$ cat src/rtl/sx_pkg.sv
// Shared definitions for the slot arbiter: FSM state encoding, default fill
// byte and channel encodings.
package sx_pkg;

  // One-hot state encoding
  typedef enum logic [4:0] {
    IDLE  = 5'b00001,
    ARB   = 5'b00010,
    READ  = 5'b00100,
    PAD   = 5'b01000,
    DRAIN = 5'b10000
  } sx_state_e;

  localparam logic [7:0] SX_PAD_BYTE = 8'hAA;

  localparam logic CH1 = 1'b0;  // control channel, tx_data1
  localparam logic CH2 = 1'b1;  // service channel, tx_data2

endpackage

$ cat src/rtl/sx_rr_pick.sv
// Combinational round-robin priority encoder.
// Ports:
//   eligible : request mask
//   rr_ptr   : index searched first; search proceeds upward with wrap
//   hit      : at least one eligible request
//   idx      : selected index (0 when no hit)
module sx_rr_pick #(
  parameter int unsigned N = 4,
  localparam int unsigned IW = $clog2(N)
) (
  input  logic [N-1:0]  eligible,
  input  logic [IW-1:0] rr_ptr,
  output logic          hit,
  output logic [IW-1:0] idx
);

  // First eligible index at or above rr_ptr, wrapping past N-1
  always_comb begin
    hit = 1'b0;
    idx = '0;
    for (int unsigned k = 0; k < N; k++) begin
      int unsigned j;
      j = (32'(rr_ptr) + k) % N;
      if (!hit && eligible[IW'(j)]) begin
        hit = 1'b1;
        idx = IW'(j);
      end
    end
  end

endmodule

$ cat src/rtl/sx_slot_arbiter.sv
// Shares framer transmit slots between N_SRC byte-stream source FIFOs.
// Each announced slot is granted to one source by round-robin; up to slot_len
// bytes are drained from it and the remainder is filled with PAD_BYTE.
// Ports:
//   clk163m84, rst       : clock, asynchronous active-high reset
//   slot_req/chan/len    : slot announce, channel (0 = ch1, 1 = ch2), length
//   src_en/empty/cnt/data: per-source enable, FIFO status and read data
//   src_rd_en            : one-hot FIFO read strobe
//   tx_data1_*, tx_data2_*: framer byte streams for ch1 / ch2
//   busy, grant_id       : slot in progress, source granted for the slot
//   slot_ovr             : pulse when a slot_req is dropped
// Optional: define SX_SLOT_ARB_STAT_EN to add stat_bytes / stat_pad counters.
module sx_slot_arbiter
  import sx_pkg::*;
#(
  parameter int unsigned N_SRC    = 4,
  parameter int unsigned CNT_W    = 13,
  parameter int unsigned LEN_W    = 16,
  parameter logic [7:0]  PAD_BYTE = SX_PAD_BYTE
) (
  input  logic                     clk163m84,
  input  logic                     rst,
  input  logic                     slot_req,
  input  logic                     slot_chan,
  input  logic [LEN_W-1:0]         slot_len,
  input  logic [N_SRC-1:0]         src_en,
  input  logic [N_SRC-1:0]         src_empty,
  input  logic [N_SRC*CNT_W-1:0]   src_cnt,
  input  logic [N_SRC*8-1:0]       src_data,
  output logic [N_SRC-1:0]         src_rd_en,
  output logic [7:0]               tx_data1_in,
  output logic                     tx_data1_valid_in,
  output logic [7:0]               tx_data2_in,
  output logic                     tx_data2_valid_in,
  output logic                     busy,
  output logic [$clog2(N_SRC)-1:0] grant_id,
  output logic                     slot_ovr
`ifdef SX_SLOT_ARB_STAT_EN
  ,
  output logic [N_SRC*32-1:0]      stat_bytes,
  output logic [31:0]              stat_pad
`endif
);

  localparam int unsigned IW = $clog2(N_SRC);
  localparam int unsigned RW = LEN_W + 1;
  localparam int unsigned MW = (CNT_W > RW) ? CNT_W : RW;

  sx_state_e       state;
  logic            chan_q;
  logic [LEN_W-1:0] len_q;
  logic [RW-1:0]   rd_n;
  logic [RW-1:0]   rd_cnt;
  logic [RW-1:0]   pad_n;
  logic [RW-1:0]   pad_cnt;
  logic            drain_cnt;
  logic [IW-1:0]   rr_ptr;
  logic            pad_iss;
  logic            rd_d1;
  logic            pad_d1;

  logic [N_SRC-1:0] eligible_c;
  logic             hit_c;
  logic [IW-1:0]    pick_c;
  logic [MW-1:0]    cnt_ext_c;
  logic [MW-1:0]    len_ext_c;
  logic [RW-1:0]    rd_n_c;
  logic [IW-1:0]    rr_next_c;
  logic             beat_c;
  logic [7:0]       byte_c;

  assign eligible_c = src_en & ~src_empty;

  sx_rr_pick #(.N(N_SRC)) u_pick (
    .eligible (eligible_c),
    .rr_ptr   (rr_ptr),
    .hit      (hit_c),
    .idx      (pick_c)
  );

  // Read count = min(count of picked source, slot length)
  assign cnt_ext_c = MW'(src_cnt[32'(pick_c)*CNT_W +: CNT_W]);
  assign len_ext_c = MW'(len_q);
  assign rd_n_c    = RW'((cnt_ext_c < len_ext_c) ? cnt_ext_c : len_ext_c);
  assign rr_next_c = (pick_c == IW'(N_SRC - 1)) ? '0 : pick_c + IW'(1);

  // Slot sequencing FSM; src_rd_en and pad_iss are the beat issue strobes
  always_ff @(posedge clk163m84 or posedge rst) begin
    if (rst) begin
      state     <= IDLE;
      chan_q    <= CH1;
      len_q     <= '0;
      rd_n      <= '0;
      rd_cnt    <= '0;
      pad_n     <= '0;
      pad_cnt   <= '0;
      drain_cnt <= 1'b0;
      rr_ptr    <= '0;
      pad_iss   <= 1'b0;
      src_rd_en <= '0;
      busy      <= 1'b0;
      grant_id  <= '0;
      slot_ovr  <= 1'b0;
    end else begin
      slot_ovr <= 1'b0;
      if (slot_req && (state != IDLE)) slot_ovr <= 1'b1;
      case (state)
        IDLE: begin
          if (slot_req) begin
            if (slot_len == '0) begin
              slot_ovr <= 1'b1;
            end else begin
              chan_q <= slot_chan;
              len_q  <= slot_len;
              busy   <= 1'b1;
              state  <= ARB;
            end
          end
        end
        ARB: begin
          if (hit_c) begin
            grant_id <= pick_c;
            rr_ptr   <= rr_next_c;
            rd_n     <= rd_n_c;
            pad_n    <= RW'(len_q) - rd_n_c;
            if (rd_n_c != '0) begin
              src_rd_en <= N_SRC'(1) << pick_c;
              rd_cnt    <= RW'(1);
              state     <= READ;
            end else begin
              pad_iss <= 1'b1;
              pad_cnt <= RW'(1);
              state   <= PAD;
            end
          end else begin
            rd_n    <= '0;
            pad_n   <= RW'(len_q);
            pad_iss <= 1'b1;
            pad_cnt <= RW'(1);
            state   <= PAD;
          end
        end
        READ: begin
          if (rd_cnt < rd_n) begin
            src_rd_en <= N_SRC'(1) << grant_id;
            rd_cnt    <= rd_cnt + RW'(1);
          end else begin
            src_rd_en <= '0;
            drain_cnt <= 1'b0;
            if (pad_n != '0) begin
              // Pad issue starts right after the last read for a gapless stream
              pad_iss <= 1'b1;
              pad_cnt <= RW'(1);
              state   <= PAD;
            end else begin
              state <= DRAIN;
            end
          end
        end
        PAD: begin
          if (pad_cnt < pad_n) begin
            pad_cnt <= pad_cnt + RW'(1);
          end else begin
            pad_iss   <= 1'b0;
            drain_cnt <= 1'b0;
            state     <= DRAIN;
          end
        end
        DRAIN: begin
          // Two cycles covers FIFO latency plus the output register
          if (drain_cnt) begin
            busy  <= 1'b0;
            state <= IDLE;
          end else begin
            drain_cnt <= 1'b1;
          end
        end
        default: state <= IDLE;
      endcase
    end
  end

  assign beat_c = rd_d1 | pad_d1;
  assign byte_c = rd_d1 ? src_data[32'(grant_id)*8 +: 8] : PAD_BYTE;

  // Output stage: FIFO data arrives one cycle after rd_en, then is registered
  always_ff @(posedge clk163m84 or posedge rst) begin
    if (rst) begin
      rd_d1             <= 1'b0;
      pad_d1            <= 1'b0;
      tx_data1_in       <= 8'h00;
      tx_data1_valid_in <= 1'b0;
      tx_data2_in       <= 8'h00;
      tx_data2_valid_in <= 1'b0;
`ifdef SX_SLOT_ARB_STAT_EN
      stat_bytes        <= '0;
      stat_pad          <= '0;
`endif
    end else begin
      rd_d1             <= |src_rd_en;
      pad_d1            <= pad_iss;
      tx_data1_valid_in <= beat_c && (chan_q == CH1);
      tx_data1_in       <= (beat_c && (chan_q == CH1)) ? byte_c : 8'h00;
      tx_data2_valid_in <= beat_c && (chan_q == CH2);
      tx_data2_in       <= (beat_c && (chan_q == CH2)) ? byte_c : 8'h00;
`ifdef SX_SLOT_ARB_STAT_EN
      if (rd_d1)
        stat_bytes[32'(grant_id)*32 +: 32] <= stat_bytes[32'(grant_id)*32 +: 32] + 32'd1;
      if (pad_d1)
        stat_pad <= stat_pad + 32'd1;
`endif
    end
  end

endmodule

$ cat config.mk
export PLATFORM = sky130hd
export DESIGN_NAME = sx_slot_arbiter
export DESIGN_NICKNAME = d
export VERILOG_FILES = /design/src/rtl/sx_pkg.sv /design/src/rtl/sx_rr_pick.sv /design/src/rtl/sx_slot_arbiter.sv
export SDC_FILE = /design/constraint.sdc
export NUM_CORES = 1
export LEC_CHECK = 0
export CAP_MARGIN = 5
export CORE_ASPECT_RATIO = 0.9
export CORE_MARGIN = 1
export CORE_UTILIZATION = 50
export DETAILED_ROUTE_END_ITERATION = 7
export PLACE_DENSITY = 0.76
export SLEW_MARGIN = 20
export SYNTH_ARGS = -nofsm -noshare
export SYNTH_HDL_FRONTEND = slang
export SYNTH_SLANG_ARGS = --single-unit
$ cat constraint.sdc
create_clock -name clk163m84 -period 11.65 [get_ports clk163m84]
set_input_delay 2.9125 -clock clk163m84 [delete_from_list [all_inputs] [get_ports clk163m84]]
set_output_delay 2.9125 -clock clk163m84 [all_outputs]
set_load 0.05 [all_outputs]
==> results.sh <==
export IMPL_arrival_ns=9.68
export IMPL_clock_skew_ns=0.00920
export IMPL_ant_nets=0
export IMPL_synthCells=900
export IMPL_place_ws_ns=1.90
export IMPL_io_buffers=137
export IMPL_cts_buffer_depth=2
export IMPL_min_period_over_period_pct=80.4
export IMPL_powerDensity_mw_per_mm2=258
export IMPL_hold_buffers=0
export IMPL_timing_rr_start="rr_ptr[0]$_DFFE_PP0P_"
export IMPL_vias_per_cell=5.69
export IMPL_grt_pass1_vias=6877
export IMPL_routedWlPerCell_um=16.7
export IMPL_synthDistinctLibCells=63
export IMPL_syn2layout_area_growth_pct=28.2
export IMPL_cts_setup_buffers=0
export IMPL_tightest_slew_ns=0.741
export IMPL_h_tree_depth=4
export IMPL_rows=42
export IMPL_io_pins=138
export IMPL_final_layout_size_suffix_gt1_share_pct=7.29
export IMPL_diodes=0
export IMPL_dr_pass1_iters=6
export IMPL_grt_overflow_total=0
export IMPL_crit_path_start="src_en[0]"
export IMPL_nFillCells=1271
export IMPL_grt_use_total_pct=27.3
export IMPL_grt_max_degree=78
export IMPL_die_h_um=121
export IMPL_cp_max_fo=24
export IMPL_core_area_mm2=0.0150
export IMPL_slew_viol_final=0
export IMPL_synth_edf_count=0
export IMPL_hp_start="pad_iss$_DFFE_PP0P_"
export IMPL_endpoint_kind="register"
export IMPL_remaining_drc_errors=0
export IMPL_ys_ff_latch=121
export IMPL_root_buffer="clkbuf_16"
export IMPL_drv_cap=0
export IMPL_fmax_ghz=0.107
export IMPL_rsz0062_at_grt="no"
export IMPL_async_flop_share_pct=100
export IMPL_ys_seq_area_share_pct=38.7
export IMPL_cts_tree="built"
export IMPL_synth_area_mm2=0.00782
export IMPL_start_util_pct=52.2
export IMPL_leakage_nw=4.53
export IMPL_drt_wl_total_um=20700
export IMPL_ir_worst_vdd_mv=0.141
export IMPL_slew_headroom_pct=50.4
export IMPL_dieWidth_um=134
export IMPL_dp_hpwl_um=15600
export IMPL_post_cts_resized=0
export IMPL_startpoint_type="input pin"
export IMPL_critPathRequiredTime_ns=11.95
export IMPL_path_class="in -> reg"
export IMPL_synth_top_flop_cell="dfrtp_1"
export IMPL_grt_pass1_wl_um=34500
export IMPL_syn_num_nets=1075
export IMPL_numCtsBuffers=17
export IMPL_clk_pin_slew_worst_paths_ns=0.06
export IMPL_final_nets=1206
export IMPL_die_area_mm2=0.0161
export IMPL_syn_area_per_cell_um2=8.69
export IMPL_clk_latency_ns=0.43
export IMPL_ys_warn_count=0
export IMPL_hold_class="reg -> reg"
export IMPL_setup_slack_ns=2.28
export IMPL_status="complete, no violations"
export IMPL_num_vias=7066
export IMPL_finalSetupViolCount=0
export IMPL_yosysTopAreaCell="dfrtp_1"
export IMPL_setup_tns_ns=0
export IMPL_grt_antenna_before_repair=0
export IMPL_hold_viol=0
export IMPL_netlist_area_leader_share_pct=38.4
export IMPL_finalCriticalPeriod_ns=9.37
export IMPL_place_congestion=0.947
export IMPL_clock_sinks=121
export IMPL_synthTopCellsByArea="dfrtp_1 (38%), ha_1 (9.9%), nand2_1 (5.1%), nor2_1 (4.7%), o21ai_0 (3.7%)"
export IMPL_drt_iter0_drc=580
metrics by stage:
step	cell area [um^2]	power (W)	hold slack (ns)	std cells	util, %
after global routing	10000	0.00277	0.414	1241	67.0
after detailed placement	9370	0.00201	0.398	1209	62.5
after global placement	9370	0.00198	0.378	1209	62.5
after CTS	10000	0.00258	0.410	1240	66.8
final	10000	0.00258	0.409	1241	67.0
after floorplan	7820	0.00164	0.354	900	-
layout by cell type, fill, tap and decap left out, types with 20 or more instances in the layout:
cell / count
o21ai_0: 58
inv_1: 71
nand4_1: 20
a21oi_1: 49
ha_1: 62
nor3_1: 20
nor2_1: 96
clkdlybuf4s50_1: 137
nand2_1: 107
a21o_1: 21
dfrtp_1: 120
path summary, 6_finish.rpt:
| check | endpoint | slack [ns] | cells after the start |
|---|---|---|---|
| worst max-delay path | pad_n[12]$_DFFE_PP0P_ | 2.28 | 28 |
| worst min-delay path | pad_d1$_DFF_PP0_ | 0.41 | 0 |
| worst max register to register | pad_n[12]$_DFFE_PP0P_ | 4.76 | 27 |
| worst min register to register | pad_d1$_DFF_PP0_ | 0.41 | 0 |
| max in group asynchronous | pad_iss$_DFFE_PP0P_ | 8.00 | 3 |
| min in group asynchronous | pad_cnt[11]$_DFFE_PP0P_ | 2.79 | 2 |
registers in the layout (all words and copies together) (netlist names), 2 cells and up:
signal,count
grant_id,2
rd_n,16
len_q,16
pad_n,17
tx_data2_in,8
rd_cnt,17
rr_ptr,2
pad_cnt,17
src_rd_en,4
tx_data1_in,8
state,5
kinds of logic after synthesis:
kind of cell	share of synthesized area, %
AO/OA/AOI/OAI	15.9
multiplexers	4.03
AND/OR/NAND/NOR	22.6
buffers and inverters	5.30
XOR/XNOR	3.25
adder cells (fa/ha/maj)	10.2
flip-flops	38.7
power breakdown:
part | switching [W] | internal, W | leakage [nW]
logic | 0.000757 | 0.000529 | 2.71
clock network | 0.000203 | 0.000364 | 0.303
registers | 0.000146 | 0.000583 | 1.52
total | 0.00111 | 0.00148 | 4.53
layout make-up:
| class | instances | area (um^2) | share of cell area (%) |
|---|---|---|---|
| Inverter | 75 | 284 | 2.83 |
| Multi-Input combinational cell | 671 | 4380 | 43.7 |
| Tap cell | 198 | 248 | 2.47 |
| Timing Repair Buffer | 145 | 1450 | 14.5 |
| Clock inverter | 13 | 193 | 1.92 |
| Sequential cell | 121 | 3030 | 30.2 |
| Clock buffer | 18 | 439 | 4.38 |
Yosys cell counts (6+ instances only):
master / number
mux2i_1: 9
o21ai_0: 58
xnor2_1: 16
nand2b_1: 9
mux4_2: 8
nor2_1: 97
and3_1: 18
nand2_1: 107
nand3_1: 19
a21oi_1: 49
dfrtp_1: 120
a21o_1: 21
ha_1: 62
clkbuf_1: 23
a31oi_1: 9
nor4_1: 19
o22ai_1: 12
o31ai_1: 6
nor3_2: 7
xor2_1: 13
nor2b_1: 10
a211oi_1: 16
nand4_1: 20
nor3_1: 20
inv_1: 72
critical path, cell delays in order:
cell             delay, ns
clkdlybuf4s50_1       0.51
or4b_1                0.49
o21ai_0               0.17
a21o_1                0.51
inv_1                 0.48
nand2_1               0.15
and3_1                0.16
a31oi_1               0.06
ha_1                  0.33
a21o_1                0.16
a21o_1                0.17
a211oi_1              0.21
o21ai_0               0.17
a31o_2                0.35
o31ai_1               0.32
ha_1                  0.21
inv_1                 0.06
fa_1                  0.39
a21o_1                0.17
a21oi_1               0.23
o21bai_1              0.09
a21oi_1               0.22
o21bai_1              0.12
a211oi_1              0.32
o21ai_0               0.21
a21o_1                0.20
a311oi_1              0.25
a21oi_1               0.06
routing by layer:
metal / global-route usage (%) / vias up / routed length (um)
li1: - / 3457 / -
met1: 37.4 / 3348 / 9440
met2: 43.1 / 226 / 9620
met3: 5.66 / 35 / 1260
met4: 9.16 / 0 / 365
met5: 0 / - / 0
No activity file was read; power rests on OpenSTA's default activity.
